`src/rtl/tmds_encoder_ctrl.sv`:
```
// TMDS channel encoder: stage-1 transition minimisation plus DVI stage-2 DC balancing
// with a registered running-disparity counter and control-token insertion during blanking.

module tmds_stage_1 (
  input  logic [7:0] d_i,
  input  logic       invert_i,
  output logic [8:0] q_m_o
);

  logic [7:0] acc_s;

  // XOR (or XNOR when inverting) chain, each bit built from the previous output bit
  always_comb begin
    acc_s    = 8'b0;
    acc_s[0] = d_i[0];
    for (int i = 1; i < 8; i++) begin
      if (invert_i) begin
        acc_s[i] = ~(acc_s[i-1] ^ d_i[i]);
      end else begin
        acc_s[i] = acc_s[i-1] ^ d_i[i];
      end
    end
    q_m_o = {~invert_i, acc_s};
  end

endmodule

module tmds_encoder_ctrl (
  input  logic       clk,
  input  logic       rst,
  input  logic       ce,
  input  logic       de,
  input  logic [1:0] c,
  input  logic [7:0] D,
  output logic [9:0] dout,
  output logic [4:0] disparity
);

  localparam logic [9:0] TOKEN_00 = 10'b1101010100;
  localparam logic [9:0] TOKEN_01 = 10'b0010101011;
  localparam logic [9:0] TOKEN_10 = 10'b0101010100;
  localparam logic [9:0] TOKEN_11 = 10'b1010101011;

  function automatic logic [3:0] popcount8(input logic [7:0] v);
    logic [3:0] n;
    n = 4'd0;
    for (int i = 0; i < 8; i++) begin
      n = n + {3'd0, v[i]};
    end
    return n;
  endfunction

  // Stage A registers
  logic [7:0] d_a_q,   d_a_d;
  logic       de_a_q,  de_a_d;
  logic [1:0] c_a_q,   c_a_d;
  logic       inv_a_q, inv_a_d;

  // Stage B registers
  logic [9:0]        dout_q, dout_d;
  logic signed [4:0] cnt_q,  cnt_d;

  logic [3:0]        n1_s;
  logic              inv_s;
  logic [8:0]        q_m_s;
  logic [3:0]        n1_qm_s;
  logic signed [5:0] diff_s;
  logic signed [5:0] cnt_ext_s;
  logic signed [5:0] qm8_x2_s;
  logic signed [5:0] nqm8_x2_s;
  logic signed [5:0] cnt_sum_s;
  logic              cnt_zero_s;
  logic              cnt_pos_s;
  logic              cnt_neg_s;
  logic              use_r0_s;
  logic              use_r1_s;

  // Stage A next state: capture pixel inputs and decide the stage-1 invert control
  always_comb begin
    n1_s  = popcount8(D);
    inv_s = (n1_s > 4'd4) || ((n1_s == 4'd4) && !D[0]);
    if (ce) begin
      d_a_d   = D;
      de_a_d  = de;
      c_a_d   = c;
      inv_a_d = inv_s;
    end else begin
      d_a_d   = d_a_q;
      de_a_d  = de_a_q;
      c_a_d   = c_a_q;
      inv_a_d = inv_a_q;
    end
  end

  tmds_stage_1 u_stage_1 (
    .d_i      (d_a_q),
    .invert_i (inv_a_q),
    .q_m_o    (q_m_s)
  );

  // Disparity terms, all carried at 6 bits; diff_s = N1 - N0 = 2*N1 - 8
  always_comb begin
    n1_qm_s    = popcount8(q_m_s[7:0]);
    diff_s     = $signed({1'b0, n1_qm_s, 1'b0}) - 6'sd8;
    cnt_ext_s  = {cnt_q[4], cnt_q};
    qm8_x2_s   = $signed({4'd0, q_m_s[8], 1'b0});
    nqm8_x2_s  = $signed({4'd0, ~q_m_s[8], 1'b0});
    cnt_zero_s = (cnt_q == 5'sd0);
    cnt_neg_s  = cnt_q[4];
    cnt_pos_s  = !cnt_q[4] && !cnt_zero_s;
    use_r0_s   = cnt_zero_s || (n1_qm_s == 4'd4);
    use_r1_s   = (cnt_pos_s && (n1_qm_s > 4'd4)) || (cnt_neg_s && (n1_qm_s < 4'd4));
  end

  // Stage B next state: balance rule selection or control token, gated by ce
  always_comb begin
    dout_d    = dout_q;
    cnt_d     = cnt_q;
    cnt_sum_s = cnt_ext_s;
    if (ce) begin
      if (!de_a_q) begin
        cnt_d = 5'sd0;
        case (c_a_q)
          2'b00:   dout_d = TOKEN_00;
          2'b01:   dout_d = TOKEN_01;
          2'b10:   dout_d = TOKEN_10;
          2'b11:   dout_d = TOKEN_11;
          default: dout_d = TOKEN_00;
        endcase
      end else if (use_r0_s) begin
        dout_d = {~q_m_s[8], q_m_s[8], (q_m_s[8] ? q_m_s[7:0] : ~q_m_s[7:0])};
        if (q_m_s[8]) begin
          cnt_sum_s = cnt_ext_s + diff_s;
        end else begin
          cnt_sum_s = cnt_ext_s - diff_s;
        end
        cnt_d = cnt_sum_s[4:0];
      end else if (use_r1_s) begin
        dout_d    = {1'b1, q_m_s[8], ~q_m_s[7:0]};
        cnt_sum_s = cnt_ext_s + qm8_x2_s - diff_s;
        cnt_d     = cnt_sum_s[4:0];
      end else begin
        dout_d    = {1'b0, q_m_s[8], q_m_s[7:0]};
        cnt_sum_s = cnt_ext_s + diff_s - nqm8_x2_s;
        cnt_d     = cnt_sum_s[4:0];
      end
    end else begin
      dout_d = dout_q;
      cnt_d  = cnt_q;
    end
  end

  // Pipeline registers; reset wins over ce
  always_ff @(posedge clk) begin
    if (rst) begin
      d_a_q   <= 8'd0;
      de_a_q  <= 1'b0;
      c_a_q   <= 2'b00;
      inv_a_q <= 1'b0;
      dout_q  <= TOKEN_00;
      cnt_q   <= 5'sd0;
    end else begin
      d_a_q   <= d_a_d;
      de_a_q  <= de_a_d;
      c_a_q   <= c_a_d;
      inv_a_q <= inv_a_d;
      dout_q  <= dout_d;
      cnt_q   <= cnt_d;
    end
  end

  assign dout      = dout_q;
  assign disparity = cnt_q;

endmodule

```
`config.mk`:
```
export PLATFORM = sky130hd
export DESIGN_NAME = tmds_encoder_ctrl
export DESIGN_NICKNAME = d
export VERILOG_FILES = /design/src/rtl/tmds_encoder_ctrl.sv
export SDC_FILE = /design/constraint.sdc
export NUM_CORES = 1
export LEC_CHECK = 0
export ABC_CLOCK_PERIOD_IN_PS = 7100
export BUFFER_PORTS_ARGS = -buffer_cell sky130_fd_sc_hd__buf_2
export CAP_MARGIN = 25
export CORE_UTILIZATION = 59
export DETAILED_ROUTE_END_ITERATION = 16
export PLACE_DENSITY = 0.9
export REMOVE_ABC_BUFFERS = 1
export SYNTH_ARGS = -nofsm -noshare
export SYNTH_HDL_FRONTEND = slang
export SYNTH_SLANG_ARGS = --single-unit
export TNS_END_PERCENT = 50
```
`constraint.sdc`:
```
create_clock -name clk -period 7.1 [get_ports clk]
set_clock_uncertainty 0.1 [all_clocks]
set_input_delay 0.71 -clock clk [delete_from_list [all_inputs] [get_ports clk]]
set_output_delay 0.71 -clock clk [all_outputs]
set_load 0.01 [all_outputs]
```
==> summary.md, run 1 <==
| Metric | Value |
|---|---|
| Critical path startpoint | `d_a_q[0]$_SDFFE_PP0P_` |
| Ordered cell list for the critical path | `xnor2_2 > xnor3_2 > fa_1 > fa_1 > inv_1 > fa_1 > inv_1 > ha_1 > fa_1 > inv_2 > fa_1 > ha_1 > a2111oi_0 > a21oi_1 > o22ai_1 > nand3_1 > a21oi_1` |
| Avg WL per Cell | `14.7 um` |
| CP startpoint kind | `register` |
| Peak per-stage delay on the critical path | `570 ps` |
| Critical path class | `register to register` |
| Highest signal layer in the routed design | `met4` |
| Maximum number of pins on one net before global-route repair | `28` |
| Clock latency of the later-clocked register in the worst-skew pair | `280 ps` |
| Overall track demand over capacity in global routing | `24.7%` |
| Share of the cycle needed by the critical path after routing | `79.7%` |
| Sequential cell area in the final layout | `520 um^2` |
| Number of fill cells | `308` |
| Actual slew at the worst max-slew pin | `589 ps` |
| Total met2 wirelength after detailed routing | `2.29 mm` |
| Remaining global-route overflow | `0` |
| Top Family by Delay on Critical Path | `adder cells` |
| Most used DFF post-synth | `sky130_fd_sc_hd__dfxtp_1` |
| First-iteration detailed-routing DRC count | `137` |
| CTS tree | `built` |
| Die area | `0.00420 mm^2` |
| First-pass GRT wire length | `7.91 mm` |
| Total count of hold-check failures in the final report | `0` |
| Status | `completed` |
| Hold/Removal Path Class | `register to register` |
| Routed Antenna Nets | `0` |
| Initial antenna violation count | `0` |
| Wire length after detailed routing | `4.59 mm` |
| Root buffer selected by CTS | `sky130_fd_sc_hd__clkbuf_8` |
| Post-synthesis sequential element count | `26` |
| Area Overhead vs Synth | `7.47%` |
| First drt pass iteration count | `4` |
| Gates resized, CTS repair | `0` |
| Number of distinct library cell variants in the gate-level netlist after synthesis | `47` |
| Last weighted congestion value of the routability-driven placer | `0.924` |
| Cell with the most instances on the worst path | `sky130_fd_sc_hd__fa_1` |
| Top post-synthesis cells by count | `sky130_fd_sc_hd__dfxtp_1 (26), sky130_fd_sc_hd__inv_1 (26), sky130_fd_sc_hd__nor2_1 (23)` |
| RSZ-0062 raised after global routing | `false` |
| Finished layout cell area | `0.00250 mm^2` |
| Synthesized instance count | `248` |
| Average cell area after synthesis | `9.39 um^2` |
| Achievable Freq | `177 MHz` |
| CP max FO | `4` |
| Critical path data arrival time | `5770 ps` |
| Number of placed I/O pins | `29` |
| Worst setup slack for register-to-register paths | `1440 ps` |
| Multi-input combinational cell area | `0.00162 mm^2` |
| Final setup violating endpoints | `0` |
| CP max stage cell | `sky130_fd_sc_hd__fa_1` |
| Worst R2R Path Depth | `17` |
| DRC Markers | `0` |
| Buffers inserted during post-CTS setup optimization | `0` |
| Quantity of I/O buffers inserted on ports | `27` |
| Layout cell share with drive strength beyond 1 | `17.0%` |
| H-tree Lvls | `1` |
| Slew headroom | `60.4%` |
| End of the worst register-to-register path | `disparity[2]$_SDFFE_PP0P_` |
| Clock-pin transition on the worst setup and hold timing paths | `80 ps` |
| Total met3 wirelength after detailed routing | `205 um` |
| Number of vias per cell after detailed routing | `5.51` |
| Data required time at the worst endpoint | `7210 ps` |
| Num CTS Buffers | `3` |
| Number of synthesized flops with an enable pin | `0` |
| Setup TNS | `0 ps` |
| Initial Util | `62.7%` |
| Buffers plus inverters on the worst setup path | `3` |
| Post-DP Area | `0.00246 mm^2` |
| Launch instance of the worst register-to-register path | `d_a_q[0]$_SDFFE_PP0P_` |
| Leading area contributor after synthesis | `sky130_fd_sc_hd__dfxtp_1` |
| Yosys top cell area share | `22.3%` |
| Die X-Extent | `64.8 um` |
| Worst Min Path Start | `dout[4]$_SDFFE_PP1P_` |
| Die Ht | `64.8 um` |
| Time the worst path needs with I/O delays and setup | `5660 ps` |
| Critical Path End Type | `register` |
| Clk buf depth | `2` |
| Placeable core region | `0.00372 mm^2` |
| Logic depth of the worst setup path including buffers | `17` |
| Number of maximum-capacitance constraint violations | `0` |
| Cell types occupying the most area after synthesis | `sky130_fd_sc_hd__dfxtp_1 (22%), sky130_fd_sc_hd__fa_1 (12%), sky130_fd_sc_hd__ha_1 (12%)` |
| Critical path destination | `disparity[2]$_SDFFE_PP0P_` |
| Sequential element share of the synthesized area | `22.3%` |
| Number of global-route vias before repair | `1687` |
| Std-Cell Rows | `22` |
| Number of slew-limit violations in the final report | `0` |
| Netlist area before placement | `0.00233 mm^2` |
| DPL Wire Length | `3.63 mm` |
| Ys Warns | `0` |
| Routed metal-1 wire length | `1.99 mm` |
| Final net count | `317` |
| Synth async-reset ratio | `0%` |
| Clk sink count | `26` |
| Ant. Diodes | `0` |
| Post-cts hold buffer count | `0` |
| Total number of vias | `1725` |
-- final cells by class --
class,count,area share (%)
multi-input combinational,180,64.9
sequential,26,20.8
timing repair buffer,27,5.40
inverter,29,4.90
tap,48,2.40
clock buffer,3,1.65
-- layer usage --
layer / up-vias / GRT usage (%)
met4: 0 / 10.8
met5: - / 0
met1: 810 / 30.7
met2: 38 / 41.4
met3: 12 / 4.75
li1: 865 / -
-- worst register-to-register path, cell delays in order (launching register included) --
cell                        delay (ps)
sky130_fd_sc_hd__dfxtp_1           400
sky130_fd_sc_hd__xnor2_2           320
sky130_fd_sc_hd__xnor3_2           490
sky130_fd_sc_hd__fa_1              490
sky130_fd_sc_hd__fa_1              510
sky130_fd_sc_hd__inv_1              50
sky130_fd_sc_hd__fa_1              500
sky130_fd_sc_hd__inv_1              40
sky130_fd_sc_hd__ha_1              200
sky130_fd_sc_hd__fa_1              570
sky130_fd_sc_hd__inv_2              90
sky130_fd_sc_hd__fa_1              490
sky130_fd_sc_hd__ha_1              350
sky130_fd_sc_hd__a2111oi_0         520
sky130_fd_sc_hd__a21oi_1            80
sky130_fd_sc_hd__o22ai_1           170
sky130_fd_sc_hd__nand3_1            90
sky130_fd_sc_hd__a21oi_1           140
-- layout by cell type, fill, tap and decap left out, types with 2 or more instances in the layout --
cell / netlist / final
sky130_fd_sc_hd__nand3b_1: 2 / 2
sky130_fd_sc_hd__nor3_2: 2 / 2
sky130_fd_sc_hd__fa_1: 14 / 14
sky130_fd_sc_hd__o22ai_1: 2 / 2
sky130_fd_sc_hd__a2111oi_0: 2 / 2
sky130_fd_sc_hd__xor2_1: 12 / 12
sky130_fd_sc_hd__clkbuf_8: 1 / 3
sky130_fd_sc_hd__o21ai_0: 2 / 2
sky130_fd_sc_hd__ha_1: 22 / 22
sky130_fd_sc_hd__inv_2: 2 / 2
sky130_fd_sc_hd__a211o_1: 4 / 4
sky130_fd_sc_hd__dfxtp_1: 26 / 26
sky130_fd_sc_hd__nor2_1: 23 / 23
sky130_fd_sc_hd__buf_2: 0 / 27
sky130_fd_sc_hd__xnor2_2: 5 / 5
sky130_fd_sc_hd__o311ai_1: 2 / 2
sky130_fd_sc_hd__nand2_1: 5 / 5
sky130_fd_sc_hd__mux2i_1: 18 / 18
sky130_fd_sc_hd__and3_1: 2 / 2
sky130_fd_sc_hd__nand3_1: 4 / 4
sky130_fd_sc_hd__xnor2_1: 11 / 11
sky130_fd_sc_hd__inv_1: 26 / 26
sky130_fd_sc_hd__o31ai_1: 2 / 2
sky130_fd_sc_hd__a21o_1: 4 / 4
sky130_fd_sc_hd__nor3_1: 5 / 5
sky130_fd_sc_hd__nor4_1: 2 / 2
sky130_fd_sc_hd__a21oi_1: 18 / 18
-- worst min path at each step --
stage	endpoint	slack [ps]	depth (start not counted)
6_report	dout[4]$_SDFFE_PP1P_	370	1
5_1_grt	dout[6]$_SDFFE_PP1P_	390	1
4_1_cts	dout[6]$_SDFFE_PP1P_	380	1
3_5_place_dp	dout[6]$_SDFFE_PP1P_	360	1
3_3_place_gp	dout[8]$_SDFFE_PP1P_	350	1
2_1_floorplan	d_a_q[7]$_SDFFE_PP0P_	380	2
-- flip-flops by register name, summed over array words and instances, names as in the netlist --
| signal | count |
|---|---|
| dout | 10 |
| d_a_q | 8 |
| disparity | 4 |
| c_a_q | 2 |
| de_a_q | 1 |
| inv_a_q | 1 |
-- per-stage QoR --
| step | std cells | utilization [%] | hold WS (ps) | setup WS [ps] |
|---|---|---|---|---|
| finish | 313 | 67.4 | 371 | 1440 |
| global route | 313 | 67.4 | 391 | 1100 |
| CTS | 313 | 67.4 | 377 | 1450 |
| detailed placement | 310 | 66.3 | 357 | 1480 |
| global placement | 310 | 66.3 | 352 | 1590 |
| floorplan | 235 | - | 381 | 1860 |
-- logic make-up after synthesis --
group                    share of synthesized area [%]
AND/OR/NAND/NOR                                   10.4
AO/OA/AOI/OAI                                     13.2
buffers and inverters                             7.95
adder cells (fa/ha/maj)                           23.8
XOR/XNOR                                          14.3
flip-flops                                        22.3
multiplexers                                      7.73
other                                            0.161
Power of run 1 is left out: the tool's default activity adds up to more than one toggle a clock period on the data nets, which glitch-free logic cannot reach.
==> inputs of run 2 (changes only) <==
ABC_CLOCK_PERIOD_IN_PS = 4900   (was 7100)
CORE_UTILIZATION = 53   (was 59)
PLACE_DENSITY = 0.86   (was 0.9)
clock period = 4.9 ns   (was 7.1 ns; I/O delays follow)
==> run 2 against run 1 <==
The run now ends with negative setup slack left. Sequential cell count unchanged. Global-route usage up 2.6 points. Sequential share of layout area is 3.3 points lower. Design area is 19% higher. Maximum frequency rose by 8.2%. Clock-buffer cell count is the same. Final cell count grew 12%. Die area is 11% higher. Via count increased by 16%. Utilization increased by 5.3 points. Largest cell class unchanged.
==> summary.md, run 2 (synthesis results as in run 1) <==
| Metric | Value |
|---|---|
| Status | `complete, but fails checks` |
| Violations in the final reports | `negative setup slack` |
| Number of flip-flops under the largest register name | `10 (unchanged)` |
| Setup TNS | `-1450 ps (-1450 ps)` |
| Total met2 wirelength after detailed routing | `3.08 mm (+35%)` |
| Number of vias per cell after detailed routing | `5.66 (+2.7%)` |
| DPL Wire Length | `3.77 mm (+3.8%)` |
| Routed Antenna Nets | `0 (unchanged)` |
| DP Cell Count | `338 (+9.0%)` |
| Die X-Extent | `68.3 um (+5.3%)` |
| Highest signal layer in the routed design | `met4` |
| Hold/Removal Path Class | `primary input to register` |
| Std-Cell Rows | `23 (+4.5%)` |
| Actual slew at the worst max-slew pin | `867 ps (+278 ps)` |
| First-pass GRT wire length | `9.35 mm (+18%)` |
| CP max stage cell | `sky130_fd_sc_hd__fa_1` |
| Quantity of I/O buffers inserted on ports | `27 (unchanged)` |
| Most common cell after layout, fill and taps aside | `sky130_fd_sc_hd__buf_4` |
| Clock latency of the later-clocked register in the worst-skew pair | `280 ps (about the same)` |
| Launch instance of the worst register-to-register path | `d_a_q[1]$_SDFFE_PP0P_` |
| Slew headroom | `41.7% (-19 points)` |
| Number of cells in the finished layout apart from fillers | `352 (+12%)` |
| Overall track demand over capacity in global routing | `27.3% (+2.6 points)` |
| Ant. Diodes | `0 (unchanged)` |
| Critical path class | `register to register` |
| Post-cts hold buffer count | `0 (unchanged)` |
| Layout cell share with drive strength beyond 1 | `38.1% (+21 points)` |
| Worst setup slack for register-to-register paths | `-330 ps (-1770 ps)` |
| Clk sink count | `26 (unchanged)` |
| Root buffer selected by CTS | `sky130_fd_sc_hd__clkbuf_8` |
| Time the worst path needs with I/O delays and setup | `5230 ps (-430 ps)` |
| Num CTS Buffers | `3 (unchanged)` |
| DRC Markers | `0 (unchanged)` |
| Remaining global-route overflow | `0 (unchanged)` |
| CP startpoint kind | `register` |
| CTS tree | `built` |
| Post-layout worst setup margin | `-327 ps (-1770 ps)` |
| First drt pass iteration count | `4 (unchanged)` |
| Number of maximum-capacitance constraint violations | `0 (unchanged)` |
| Worst Hold Depth | `3 (+2)` |
| Initial antenna violation count | `0 (unchanged)` |
| Critical Path End Type | `register` |
| H-tree Lvls | `1 (unchanged)` |
| Clock-pin transition on the worst setup and hold timing paths | `90 ps (about the same)` |
| Wire length after detailed routing | `6.11 mm (+33%)` |
| Final net count | `354 (+12%)` |
| Worst R2R Path Depth | `18 (+1)` |
| Peak per-stage delay on the critical path | `570 ps (about the same)` |
| Share of the cycle needed by the critical path after routing | `107% (+27 points)` |
| Avg WL per Cell | `17.4 um (+18%)` |
| Area Overhead vs Synth | `28.4%` |
| Top Family by Delay on Critical Path | `adder cells` |
| DP Worst Slack | `-261 ps (-1740 ps)` |
| Final setup violating endpoints | `12 (+12)` |
| Buffers plus inverters on the worst setup path | `4 (+1)` |
| CP max FO | `3 (-1)` |
| Worst Min Path Start | `c[0]` |
| First-iteration detailed-routing DRC count | `196 (+43%)` |
| Maximum number of pins on one net before global-route repair | `28 (unchanged)` |
| Worst Hold Endpoint | `c_a_q[0]$_SDFFE_PP0P_` |
| Total met3 wirelength after detailed routing | `262 um (+28%)` |
| Critical path data arrival time | `5310 ps (-460 ps)` |
| Number of global-route vias before repair | `1937 (+15%)` |
| End of the worst register-to-register path | `disparity[4]$_SDFFE_PP0P_` |
| Clk buf depth | `2 (unchanged)` |
| Final hold slack | `341 ps (-30.1 ps)` |
| Total count of hold-check failures in the final report | `0 (unchanged)` |
| Initial Util | `56.6% (-6.1 points)` |
| Number of placed I/O pins | `29 (unchanged)` |
| Data required time at the worst endpoint | `4980 ps (-2230 ps)` |
| Total number of vias | `1993 (+16%)` |
| Placeable core region | `0.00412 mm^2 (+11%)` |
| Ordered cell list for the critical path | `xnor2_2 > xnor3_2 > fa_1 > fa_1 > inv_2 > fa_1 > inv_2 > ha_4 > fa_2 > inv_2 > fa_2 > buf_4 > nand3_1 > xnor2_2 > o311ai_2 > o311ai_1 > mux2i_1 > nand2_1` |
| Routed metal-1 wire length | `2.62 mm (+32%)` |
| RSZ-0062 raised after global routing | `true` |
| Die area | `0.00466 mm^2 (+11%)` |
| Last weighted congestion value of the routability-driven placer | `0.862 (-6.7%)` |
| Number of slew-limit violations in the final report | `0 (unchanged)` |
| Die Ht | `68.3 um (+5.3%)` |
| Achievable Freq | `191 MHz (+8.2%)` |
| Leading cell types in the layout, fill and taps excluded | `sky130_fd_sc_hd__buf_4 (35), sky130_fd_sc_hd__buf_2 (27), sky130_fd_sc_hd__inv_1 (23), sky130_fd_sc_hd__nor2_1 (23), sky130_fd_sc_hd__dfxtp_1 (23)` |
-- run 2: cell types whose count changed in the layout (fill, tap and decap cells not counted), sizes merged --
cell / delta
buf: +37
-- run 2: per-stage QoR --
stage / instance area [um^2] / utilization [%]
floorplan: 2270 / -
global placement: 2660 / 64.6
detailed placement: 2660 / 64.6
CTS: 2870 / 69.8
global route: 2990 / 72.7
finish: 2990 / 72.7
-- run 2: layout make-up --
class / count / area [um^2]
multi-input combinational: 180 / 1820
fill: 252 / 1120
sequential: 26 / 524
timing repair buffer: 64 / 420
inverter: 29 / 123
tap: 50 / 62.6
clock buffer: 3 / 41.3
-- run 2: repair_timing --
action,CTS,global route
resized for setup,25,18
buffers inserted,8,3
endpoints found under the setup margin,13,13
pin swaps,16,15
-- run 2: worst max-delay path by stage --
stage	startpoint	end	slack, ps	cells past startpoint
floorplan	d_a_q[0]$_SDFFE_PP0P_	disparity[4]$_SDFFE_PP0P_	-340	19
global placement	d_a_q[0]$_SDFFE_PP0P_	disparity[4]$_SDFFE_PP0P_	-190	19
detailed placement	d_a_q[0]$_SDFFE_PP0P_	disparity[4]$_SDFFE_PP0P_	-260	19
CTS	inv_a_q$_SDFFE_PP0P_	disparity[4]$_SDFFE_PP0P_	-260	18
global route	d_a_q[1]$_SDFFE_PP0P_	disparity[4]$_SDFFE_PP0P_	-480	20
finish	d_a_q[1]$_SDFFE_PP0P_	disparity[4]$_SDFFE_PP0P_	-330	18
-- run 2: layer usage --
metal  up-vias  global-route usage (%)
met4         0                    8.33
met5         -                       0
li1        937                       -
met2        59                    45.1
met3        16                    4.67
met1       981                    36.1
-- run 2: tightest hold or removal path: cells and delay by family --
kind	cells	cell delay, ps
buffers and inverters	1	70
AND/OR/NAND/NOR	1	70
multiplexers	1	50
Power of run 2 is left out for the same reason.
